## src/rtl/parity_stream.sv

```systemverilog
// parity_stream -- streaming packet parity generator.
//
// Folds the parity of a multi-beat packet of WIDTH-bit words into a single
// bit and presents it, together with the beat count and a truncation flag,
// once per packet on a valid/ready result port.
//
// Parameters:
//   WIDTH     data word width in bits (>=1)
//   EVENP     1 = even parity (bit set when the packet's ones count is odd),
//             0 = odd parity  (bit set when the ones count is even),
//             anything else forces out_parity to 0
//   MAX_BEATS beats after which a packet is closed even without in_last
//
// Ports:
//   clk, rst_n                 clock, asynchronous active-low reset
//   in_valid/in_ready          beat handshake (in_ready depends on state only)
//   in_data, in_last           beat payload and end-of-packet marker
//   out_valid/out_ready        result handshake
//   out_parity                 packet parity bit
//   out_beats                  beats accepted into the packet (1..MAX_BEATS)
//   out_trunc                  packet closed at MAX_BEATS without in_last
//
// Optional feature (macro PARITY_CHECK_EN):
//   in_chk   expected parity, sampled on the closing beat only
//   out_err  registered with the result: in_chk differs from out_parity
module parity_stream #(
  parameter int  WIDTH     = 8,
  parameter int  EVENP     = 1,
  parameter int  MAX_BEATS = 16,
  localparam int CW        = $clog2(MAX_BEATS + 1)
) (
  input  logic             clk,
  input  logic             rst_n,
  input  logic             in_valid,
  output logic             in_ready,
  input  logic [WIDTH-1:0] in_data,
  input  logic             in_last,
`ifdef PARITY_CHECK_EN
  input  logic             in_chk,
  output logic             out_err,
`endif
  output logic             out_valid,
  input  logic             out_ready,
  output logic             out_parity,
  output logic [CW-1:0]    out_beats,
  output logic             out_trunc
);

  typedef enum logic {ACCUM = 1'b0, HOLD = 1'b1} state_e;

  state_e        state_q, state_d;
  logic          acc_q, acc_d;
  logic [CW-1:0] cnt_q, cnt_d;
  logic          par_q, par_d;
  logic [CW-1:0] beats_q, beats_d;
  logic          trunc_q, trunc_d;
`ifdef PARITY_CHECK_EN
  logic          err_q, err_d;
`endif

  logic          acc_nxt;
  logic [CW-1:0] cnt_nxt;
  logic          par_nxt;

  // Map the raw running XOR onto the configured parity sense.
  function automatic logic map_par(input logic a);
    if (EVENP == 1)      return a;
    else if (EVENP == 0) return ~a;
    else                 return 1'b0;
  endfunction

  always_comb begin
    state_d  = state_q;
    acc_d    = acc_q;
    cnt_d    = cnt_q;
    par_d    = par_q;
    beats_d  = beats_q;
    trunc_d  = trunc_q;
`ifdef PARITY_CHECK_EN
    err_d    = err_q;
`endif
    acc_nxt  = acc_q ^ (^in_data);
    cnt_nxt  = cnt_q + 1'b1;
    par_nxt  = map_par(acc_nxt);

    unique case (state_q)
      ACCUM: begin
        if (in_valid) begin
          acc_d = acc_nxt;
          cnt_d = cnt_nxt;
          // Close on the marked last beat, or force-close once the packet
          // reaches MAX_BEATS; the remainder then starts a fresh packet.
          if (in_last || (cnt_nxt == CW'(MAX_BEATS))) begin
            par_d   = par_nxt;
            beats_d = cnt_nxt;
            trunc_d = ~in_last;
`ifdef PARITY_CHECK_EN
            err_d   = in_chk ^ par_nxt;
`endif
            state_d = HOLD;
          end
        end
      end
      HOLD: begin
        if (out_ready) begin
          acc_d   = 1'b0;
          cnt_d   = '0;
          state_d = ACCUM;
        end
      end
      default: state_d = ACCUM;
    endcase
  end

  always_ff @(posedge clk or negedge rst_n) begin
    if (!rst_n) begin
      state_q <= ACCUM;
      acc_q   <= 1'b0;
      cnt_q   <= '0;
      par_q   <= 1'b0;
      beats_q <= '0;
      trunc_q <= 1'b0;
`ifdef PARITY_CHECK_EN
      err_q   <= 1'b0;
`endif
    end else begin
      state_q <= state_d;
      acc_q   <= acc_d;
      cnt_q   <= cnt_d;
      par_q   <= par_d;
      beats_q <= beats_d;
      trunc_q <= trunc_d;
`ifdef PARITY_CHECK_EN
      err_q   <= err_d;
`endif
    end
  end

  // Handshake flags decode straight from the state register: no path from
  // in_valid or out_ready.
  assign in_ready   = (state_q == ACCUM);
  assign out_valid  = (state_q == HOLD);
  assign out_parity = par_q;
  assign out_beats  = beats_q;
  assign out_trunc  = trunc_q;
`ifdef PARITY_CHECK_EN
  assign out_err    = err_q;
`endif

endmodule

```

## config.mk

```make
export PLATFORM = sky130hd
export DESIGN_NAME = parity_stream
export DESIGN_NICKNAME = d
export VERILOG_FILES = /design/src/rtl/parity_stream.sv
export SDC_FILE = /design/constraint.sdc
export NUM_CORES = 1
export LEC_CHECK = 0
export CAP_MARGIN = 20
export CORE_AREA = 2 2 43 45
export CTS_BUF_LIST = sky130_fd_sc_hd__clkbuf_4 sky130_fd_sc_hd__clkbuf_8
export CTS_CLUSTER_DIAMETER = 200
export DETAILED_ROUTE_END_ITERATION = 6
export DIE_AREA = 0 0 45 47
export GPL_TIMING_DRIVEN = 0
export PLACE_DENSITY = 0.8
export SYNTH_ARGS = -nofsm -noshare
export SYNTH_HDL_FRONTEND = slang
export SYNTH_SLANG_ARGS = --single-unit
```

## constraint.sdc

```tcl
create_clock -name clk -period 4.4 [get_ports clk]
set_clock_uncertainty 0.1 [all_clocks]
set_input_delay 0.66 -clock clk [delete_from_list [all_inputs] [get_ports clk]]
set_output_delay 0.66 -clock clk [all_outputs]
set_load 0.05 [all_outputs]
```

==> run_results.csv <==
group,metric,value,unit
sta,max_freq,0.419,GHz
setup_path,cp_slowest_cell,"clkdlybuf4s50_1",
sta,fin_crit,2.39,ns
synthesis,yosysUniqueCellTypes,28,
setup_path,worstSetupEndpointType,"primary output",
floorplan,fp.coreArea,0.00165,mm²
layout,final_common_cell,"clkdlybuf4s50_1",
sta,hold_ws,0.415,ns
synthesis,synthesis.instances,73,
floorplan,start_util,0.497,
synthesis,synthesis.area,821,µm²
clock_network,clock_path_buffers,2,
setup_path,arrival,1.63,ns
clock_network,clk-insertion-delay-late,0.28,ns
global_routing,antenna_found_initial,0,
layout,layout_common_cells,"clkdlybuf4s50_1 (21), dfrtp_1 (14), nand2_1 (7)",
layout,syn_to_final_growth,32.6,%
clock_network,post_cts_resized,0,
synthesis,synth-seq-cells,14,
clock_network,cts_tree,"yes",
setup_path,startpoint_type,"flop",
pwr,totalPowerFinal,0.560,mW
sta,hold_viol,0,
placed_design,dpl.cell_count,111,
placed_design,numPortBuffers,21,
layout,antenna_cells,0,
global_routing,grt_max_degree,15,
sta,relSlewSlack,0.582,
floorplan,dieWidth,45,µm
clock_network,clock-root-buffer,"clkbuf_4",
clock_network,hold_buffers,0,
hold_path,hold_path.class,"reg -> reg",
sta,tns,0,ns
synthesis,yosysWarnings,0,
layout,fin_cells,115,
global_routing,grt_pass1_vias,559,
layout,fin_nets,114,
setup_path,required,3.64,ns
floorplan,die_area,0.00212,mm²
floorplan,row_count,15,
sta,min_period_over_period,0.543,
sta,setup_viol,0,
synthesis,syn-mean-instance-area,11.2,µm²
routing,drc,0,
pwr,ir_worst_vdd,0.334,mV
sta,setup_slack,2.01,ns
routing,routed_wl,1.43,mm
pwr,power_density,514,mW/mm²
flow_run,cap_violations,0,
setup_path,max_stage_delay,0.80,ns
synthesis,synth_nets,88,
global_routing,gr-total-overflow,0,
sta,report.final.slew_viol_count,0,
routing,vias,610,
layout,fillers,142,
placed_design,dp_slack,2.09,ns
routing,dr.first_iter.drc_count,8,
routing,avgViaCountPerCell,5.30,
clock_network,htreeDepth,1,
status,status,"finished clean",
placed_design,routabilityCongestion,0.693,
routing,post_drt_wl_per_cell,12.5,µm
setup_path,crit_fanout,8,
clock_network,clk_pin_slew,0.09,ns
setup_path,worst-r2r-setup-slack,2.27,ns
clock_network,numCtsBuffers,3,
setup_path,path_delay_family,"buffers and inverters",
routing,route.antenna.remaining_nets,0,
clock_network,post-cts-setup-buffer-count,0,
global_routing,grt_usage,0.163,
setup_path,critPathBufInv,2,
clock_network,clock_sinks,14,
sta,rsz0062_at_grt,"no",
synthesis,ys_seq_area_frac,0.427,
setup_path,critical_path_class,"reg -> out",
floorplan,pin_count,22,
setup_path,path_cells,"inv_1 > clkdlybuf4s50_1",
global_routing,grt_pass1_wl,2.39,mm
routing,drtPass1Iterations,4,
floorplan,die_y,47,µm
layout,drive_gt1_frac,0.184,
placed_design,hpwlAfterDp,1.08,mm
pwr,p_leak,0.508,nW
sta,tightest_slew,0.625,ns
## metrics by stage
step | util | area, µm²
final | 0.659 | 1090
after global routing | 0.659 | 1090
after CTS | 0.659 | 1090
after detailed placement | 0.637 | 1050
after global placement | 0.637 | 1050
after floorplan | - | 821
## registers in the layout (all words and copies together), names as in the netlist
register and flops:
out_valid 1, acc_q 1, out_beats 5, out_parity 1
out_trunc 1, cnt_q 5
## synth_stat cells, drive strengths merged
master / n / area (µm²)
dfrtp: 14 / 350
nand2: 7 / 26.3
xnor2: 6 / 52.6
buf: 5 / 56.3
mux2: 5 / 71.3
o21ai: 5 / 25.0
a21oi: 4 / 20.0
xor2: 4 / 35.0
ha: 2 / 25.0
inv: 2 / 7.51
nor2: 2 / 7.51
nor3: 2 / 10.0
or2: 2 / 12.5
a21boi: 1 / 11.3
a22o: 1 / 8.76
and2b: 1 / 8.76
and3: 1 / 6.26
and3b: 1 / 8.76
mux2i: 1 / 10.0
nand3: 1 / 5.00
nand4: 1 / 6.26
o211a: 1 / 10.0
o21a: 1 / 7.51
o22a: 1 / 10.0
o22ai: 1 / 6.26
xnor3: 1 / 22.5
## layer usage
metal / wire length [µm] / part of all wire / up-vias / global-route usage
met5: 0 / 0 / - / 0
met4: 10 / 0.0070 / 0 / 0.0647
met3: 102 / 0.071 / 2 / 0.0692
met2: 707 / 0.49 / 19 / 0.257
met1: 612 / 0.43 / 289 / 0.199
li1: - / - / 300 / -
## kinds of logic (layout without fill, tap and decap cells)
logic type,count (synthesis),after routing,share of synthesized area
muxes,6,6,0.0991
AOI/OAI and AO/OA,15,15,0.120
buffers and inverters,7,32,0.0777
xor gates and xnor gates,11,11,0.134
and+or+nand+nor,18,18,0.111
DFF,14,14,0.427
adders and majority gates,2,2,0.0305
## where the power goes
group | internal [mW] | switching, mW | leakage [nW]
clock network | 0.0504 | 0.0420 | 0.0210
logic | 0.129 | 0.147 | 0.307
registers | 0.164 | 0.0277 | 0.180
total | 0.344 | 0.216 | 0.508
## worst paths after layout
| check | start | depth (start not counted) | to |
|---|---|---|---|
| max | out_valid$_DFF_PN0_ | 2 | in_ready |
| min | out_beats[2]$_DFFE_PN0P_ | 1 | out_beats[2]$_DFFE_PN0P_ |
| min in group asynchronous | rst_n | 1 | out_beats[3]$_DFFE_PN0P_ |
| max in group asynchronous | rst_n | 1 | out_beats[1]$_DFFE_PN0P_ |
| min reg2reg | out_beats[2]$_DFFE_PN0P_ | 1 | out_beats[2]$_DFFE_PN0P_ |
| max reg2reg | cnt_q[0]$_DFFE_PN0P_ | 8 | out_beats[1]$_DFFE_PN0P_ |
## cell type report
cell class              count  area, µm²  share of cell area
multi-input cells          52        407               0.374
flip-flops and latches     14        350               0.322
inverters                   2       7.51             0.00690
well taps                  17       21.3              0.0195
repair buffers             21        210               0.193
clock buffers               4       36.3              0.0333
plain buffers               5       56.3              0.0517
No activity file was read; power rests on OpenSTA's default activity.
